[src/rtl/ex_muldiv_unit.sv]
// EX-stage iterative MULT/MULTU/DIV/DIVU unit producing HI/LO over WIDTH+1 cycles.
// Optional: define MULDIV_DIVZERO_EN to trap divide-by-zero via the div_zero port.
`timescale 1ns/1ps
module ex_muldiv_unit #(
  parameter int unsigned WIDTH = 32
) (
  input  logic             clk,
  input  logic             reset,
  input  logic             start,
  input  logic [1:0]       op,
  input  logic [WIDTH-1:0] op_a,
  input  logic [WIDTH-1:0] op_b,
  input  logic             mf_req,
  input  logic             cancel,
  output logic [WIDTH-1:0] hi,
  output logic [WIDTH-1:0] lo,
  output logic             busy,
  output logic             done,
  output logic             stall
`ifdef MULDIV_DIVZERO_EN
  ,output logic            div_zero
`endif
);

  localparam int unsigned CW = $clog2(WIDTH + 1);

  typedef enum logic [1:0] {S_IDLE, S_RUN, S_FIX} state_e;

  state_e           state_q, state_d;
  logic [CW-1:0]    cnt_q, cnt_d;
  logic [WIDTH-1:0] acc_q, acc_d;
  logic [WIDTH-1:0] quo_q, quo_d;
  logic [WIDTH-1:0] den_q, den_d;
  logic             is_div_q, is_div_d;
  logic             neg_q, neg_d;
  logic             negr_q, negr_d;
  logic [WIDTH-1:0] hi_q, hi_d;
  logic [WIDTH-1:0] lo_q, lo_d;
  logic             done_q, done_d;
`ifdef MULDIV_DIVZERO_EN
  logic             dz_q, dz_d;
  logic             div_zero_q, div_zero_d;
`endif

  logic             sgn;
  logic [WIDTH-1:0] abs_a, abs_b;
  logic [WIDTH:0]   sum_mul, shifted, diff;
  logic [2*WIDTH-1:0] prod, prod_fix;
  logic [WIDTH-1:0] q_fix, r_fix;

  always_comb begin
    sgn   = ~op[0];
    abs_a = (sgn && op_a[WIDTH-1]) ? -op_a : op_a;
    abs_b = (sgn && op_b[WIDTH-1]) ? -op_b : op_b;

    // Multiply: shift-add with multiplier in quo_q; divide: restoring step on {acc,quo}.
    sum_mul = {1'b0, acc_q} + (quo_q[0] ? {1'b0, den_q} : '0);
    shifted = {acc_q, quo_q[WIDTH-1]};
    diff    = shifted - {1'b0, den_q};

    prod     = {acc_q, quo_q};
    prod_fix = neg_q ? -prod : prod;
    q_fix    = neg_q ? -quo_q : quo_q;
    r_fix    = negr_q ? -acc_q : acc_q;
  end

  always_comb begin
    state_d  = state_q;
    cnt_d    = cnt_q;
    acc_d    = acc_q;
    quo_d    = quo_q;
    den_d    = den_q;
    is_div_d = is_div_q;
    neg_d    = neg_q;
    negr_d   = negr_q;
    hi_d     = hi_q;
    lo_d     = lo_q;
    done_d   = 1'b0;
`ifdef MULDIV_DIVZERO_EN
    dz_d       = dz_q;
    div_zero_d = 1'b0;
`endif

    unique case (state_q)
      S_IDLE: begin
        if (start && !cancel) begin
          acc_d    = '0;
          quo_d    = abs_a;
          den_d    = abs_b;
          is_div_d = op[1];
          neg_d    = sgn & (op_a[WIDTH-1] ^ op_b[WIDTH-1]);
          negr_d   = sgn & op_a[WIDTH-1];
          cnt_d    = CW'(WIDTH);
          state_d  = S_RUN;
`ifdef MULDIV_DIVZERO_EN
          dz_d = op[1] && (op_b == '0);
          if (op[1] && (op_b == '0)) state_d = S_FIX;
`endif
        end
      end
      S_RUN: begin
        if (cancel) begin
          state_d = S_IDLE;
        end else begin
          if (is_div_q) begin
            if (!diff[WIDTH]) begin
              acc_d = diff[WIDTH-1:0];
              quo_d = {quo_q[WIDTH-2:0], 1'b1};
            end else begin
              acc_d = shifted[WIDTH-1:0];
              quo_d = {quo_q[WIDTH-2:0], 1'b0};
            end
          end else begin
            acc_d = sum_mul[WIDTH:1];
            quo_d = {sum_mul[0], quo_q[WIDTH-1:1]};
          end
          cnt_d = cnt_q - CW'(1);
          if (cnt_q == CW'(1)) state_d = S_FIX;
        end
      end
      S_FIX: begin
        state_d = S_IDLE;
        if (!cancel) begin
          done_d = 1'b1;
`ifdef MULDIV_DIVZERO_EN
          if (dz_q) begin
            div_zero_d = 1'b1;
          end else
`endif
          if (is_div_q) begin
            hi_d = r_fix;
            lo_d = q_fix;
          end else begin
            hi_d = prod_fix[2*WIDTH-1:WIDTH];
            lo_d = prod_fix[WIDTH-1:0];
          end
        end
      end
      default: state_d = S_IDLE;
    endcase
  end

  always_ff @(posedge clk or posedge reset) begin
    if (reset) begin
      state_q  <= S_IDLE;
      cnt_q    <= '0;
      acc_q    <= '0;
      quo_q    <= '0;
      den_q    <= '0;
      is_div_q <= 1'b0;
      neg_q    <= 1'b0;
      negr_q   <= 1'b0;
      hi_q     <= '0;
      lo_q     <= '0;
      done_q   <= 1'b0;
`ifdef MULDIV_DIVZERO_EN
      dz_q       <= 1'b0;
      div_zero_q <= 1'b0;
`endif
    end else begin
      state_q  <= state_d;
      cnt_q    <= cnt_d;
      acc_q    <= acc_d;
      quo_q    <= quo_d;
      den_q    <= den_d;
      is_div_q <= is_div_d;
      neg_q    <= neg_d;
      negr_q   <= negr_d;
      hi_q     <= hi_d;
      lo_q     <= lo_d;
      done_q   <= done_d;
`ifdef MULDIV_DIVZERO_EN
      dz_q       <= dz_d;
      div_zero_q <= div_zero_d;
`endif
    end
  end

  assign hi    = hi_q;
  assign lo    = lo_q;
  assign busy  = (state_q != S_IDLE);
  assign done  = done_q;
  assign stall = busy & (start | mf_req);
`ifdef MULDIV_DIVZERO_EN
  assign div_zero = div_zero_q;
`endif

endmodule

[config.mk]
export PLATFORM = sky130hd
export DESIGN_NAME = ex_muldiv_unit
export DESIGN_NICKNAME = d
export VERILOG_FILES = /design/src/rtl/ex_muldiv_unit.sv
export SDC_FILE = /design/constraint.sdc
export NUM_CORES = 1
export LEC_CHECK = 0
export ABC_AREA = 1
export BUFFER_PORTS_ARGS = -buffer_cell sky130_fd_sc_hd__buf_2
export CORE_MARGIN = 2
export CORE_UTILIZATION = 55
export DETAILED_ROUTE_END_ITERATION = 16
export PLACE_DENSITY = 0.73
export SYNTH_ARGS = -nofsm -noshare
export SYNTH_HDL_FRONTEND = slang
export SYNTH_SLANG_ARGS = --single-unit
[constraint.sdc]
create_clock -name clk -period 14.9 [get_ports clk]
set_clock_uncertainty 0.1 [all_clocks]
set_input_delay 0.745 -clock clk [delete_from_list [all_inputs] [get_ports clk]]
set_output_delay 0.745 -clock clk [all_outputs]
set_load 0.005 [all_outputs]
==> results.yml <==
detailed_routing:
  vias: 18500
  wl_met2_mm: 25.2
  finalWirelength_mm: 57.9
  wl_per_cell_um: 17.6
  drc_errors: 0
  antenna_left: 0
  wl_met1_mm: 24.4
  drtPass1Iterations: 6
  dr.max_layer_used: "met4"
  wl_met3_mm: 5.08
  drt-initial-drc-count: 1980
  viasPerCell: 5.63
layout:
  drive_gt1_frac: 0.0927
  syn2layout_area_growth_pct: 9.40
  ff_latch_area_um2: 4310
  num-fill-cells: 3055
  nets: 3034
  insertedDiodeCount: 0
  final_area_um2: 18300
  multi_input_comb_area_um2: 10600
floorplan:
  rows: 63
  core-area_um2: 29800
  die-area_um2: 31800
  start_util: 0.561
  die_h_um: 178
  die_w_um: 178
  pin_count: 138
global_routing:
  grt_max_degree: 94
  antenna_found_initial: 0
  grt_pass1_wl_mm: 89.9
  track_usage: 0.367
  grt-ovfl-total: 0
  grt_pass1_vias: 16800
setup_path:
  timing.rr.end: "acc_q[17]"
  r2r_cells: 17
  crit_arrival_ns: 3.91
  path_class: "flop to flop"
  r2r-start: "quo_q[0]"
  crit_path_end_kind: "flop"
  cp.required_ns: 15.15
  start_kind: "flop"
  r2r_setup_slack_ns: 11.23
  path_max_fanout: 33
yosys:
  syn-num-nets: 2940
  synth_cell_types: 51
  synth_area_per_cell_um2: 5.98
  post_synth_main_area_contributors: "dfrtp_1, nand2_1, inv_1"
  syn_area_um2: 16700
  yosysMostFrequentCell: "nand2_1"
  synth-main-ff-cell: "dfrtp_1"
  yosysTopAreaCell: "dfrtp_1"
  synth_edf_count: 0
  yosysSeqAreaShare: 0.258
  yosysWarningCount: 0
  yosysTopAreaCellShare: 0.258
  syn_inst: 2797
  synth_common_cells: "nand2_1, inv_1, nor2_1"
  synth-seq-cells: 172
  ys_async_sr_fraction: 1.00
cts:
  postCtsHoldBufs: 0
  cts_setup_buffers: 0
  clkSlewWorstSetupHoldPaths_ns: 0.08
  cts_max_path_buffers: 2
  cts_tree: "done"
  ctsResizeCount: 0
  htreeDepth: 4
  root_buffer: "clkbuf_16"
  numCtsBuffers: 17
  cts_sinks: 172
  clkLatencyLatePin_ns: 0.46
outcome:
  outcome: "finished clean"
timing:
  fmax_mhz: 273
  period_share: 0.246
  rsz0062_at_grt: "false"
  maxSlewViolCount: 0
  relSlewSlack: 0.250
  hold_viol: 0
  whs_ns: 0.208
  setup_viol: 0
  tns_ns: 0
  tightest_slew_ns: 1.12
  setup_slack_ns: 11.23
  period_needed_ns: 3.67
flow_run:
  drv_cap: 0
pwr:
  powerDensity_nw_per_um2: 196
  peakVddDrop_v: 0.000131
  p_leak_nw: 10.0
placement:
  io_buffers: 137
  place_area_um2: 17700
  post-place-ws_ns: 11.07
  place_hpwl_mm: 45.8
  gp_congestion: 0.979
hold_path:
  holdCritPathClass: "input pin to asynchronous set/reset pin"
cells by family after synthesis:
kind of cell    share of synthesized area
compound gates                      0.136
flops                               0.258
xor+xnor                           0.0356
buf+inv                             0.112
fa+ha+maj                          0.0548
simple gates                        0.403
worst max path at each step:
stage              from   endpoint  slack [ns]
3_3_place_gp     cancel   quo_q[7]       11.18
4_1_cts        quo_q[0]  acc_q[17]       11.26
5_1_grt        quo_q[0]  acc_q[21]       10.87
6_report       quo_q[0]  acc_q[17]       11.23
2_1_floorplan     reset   acc_q[0]        9.39
3_5_place_dp     cancel  quo_q[30]       11.07
worst max-delay path, cell delays in order, from the launching register on:
cell and delay (ns):
dfrtp_1 1.08, nand2_1 0.13, inv_1 0.11, ha_1 0.18
inv_1 0.08, fa_1 0.41, o21ai_0 0.44, nand2_1 0.10
nand2_1 0.15, nand2_1 0.07, nand2_1 0.18, nand2_1 0.10
nand3_1 0.08, nand2_1 0.05, nor2_1 0.11, nor2_1 0.05
nand2_1 0.08, nand2_1 0.05
per-stage QoR:
step | std cells | power [W] | util
2_1_floorplan | 2797 | 0.00239 | -
3_3_place_gp | 3262 | 0.00305 | 0.594
3_5_place_dp | 3262 | 0.00308 | 0.594
4_1_cts | 3293 | 0.00353 | 0.614
5_1_grt | 3293 | 0.00388 | 0.614
6_report | 3293 | 0.00358 | 0.614
metal layers:
metal | up-vias | track usage
met5 | - | 0
met4 | 0 | 0.202
met3 | 155 | 0.0490
met2 | 841 | 0.568
met1 | 8408 | 0.496
li1 | 9124 | -
report_power, final:
part	leakage (nW)	internal, W	switching [W]
clock network	0.277	0.000223	0.000223
registers	2.22	0.000597	0.000246
logic	7.53	0.000729	0.00157
total	10.0	0.00155	0.00204
state kept, by name, indices dropped and copies added (netlist names):
signal and flops:
cnt_q 6, quo_q 32, done 1, negr_q 1
neg_q 1, hi 32, den_q 32, acc_q 32
state_q 2, is_div_q 1, lo 32
cell usage in the layout, fill, tap and decap left out, drive strengths merged, types with 2 or more instances in the layout:
| cell | netlist | routed |
|---|---|---|
| o21a | 2 | 2 |
| o21ai | 223 | 223 |
| xor2 | 53 | 53 |
| o211ai | 2 | 2 |
| ha | 70 | 70 |
| nor4 | 10 | 10 |
| xnor2 | 15 | 15 |
| inv | 403 | 408 |
| clkinvlp | 0 | 2 |
| nor2 | 302 | 302 |
| a31oi | 16 | 16 |
| clkbuf | 58 | 17 |
| o41ai | 2 | 2 |
| clkinv | 1 | 8 |
| a22oi | 8 | 8 |
| and2 | 2 | 2 |
| a21oi | 153 | 153 |
| nand3 | 261 | 261 |
| buf | 23 | 156 |
| fa | 2 | 2 |
| nand2 | 901 | 901 |
| nand4 | 26 | 26 |
| o21bai | 12 | 12 |
| nand3b | 22 | 22 |
| nor3 | 33 | 33 |
| or2 | 14 | 14 |
| dfrtp | 172 | 172 |
| a21o | 3 | 3 |
| o31ai | 5 | 5 |
cell type report:
type / count / area share
Timing Repair Buffer: 156 / 0.0453
Clock inverter: 14 / 0.00862
Sequential cell: 172 / 0.235
Tap cell: 390 / 0.0267
Inverter: 404 / 0.0832
Clock buffer: 17 / 0.0233
Multi-Input combinational cell: 2140 / 0.577
Power figures use the tool's default switching activity.
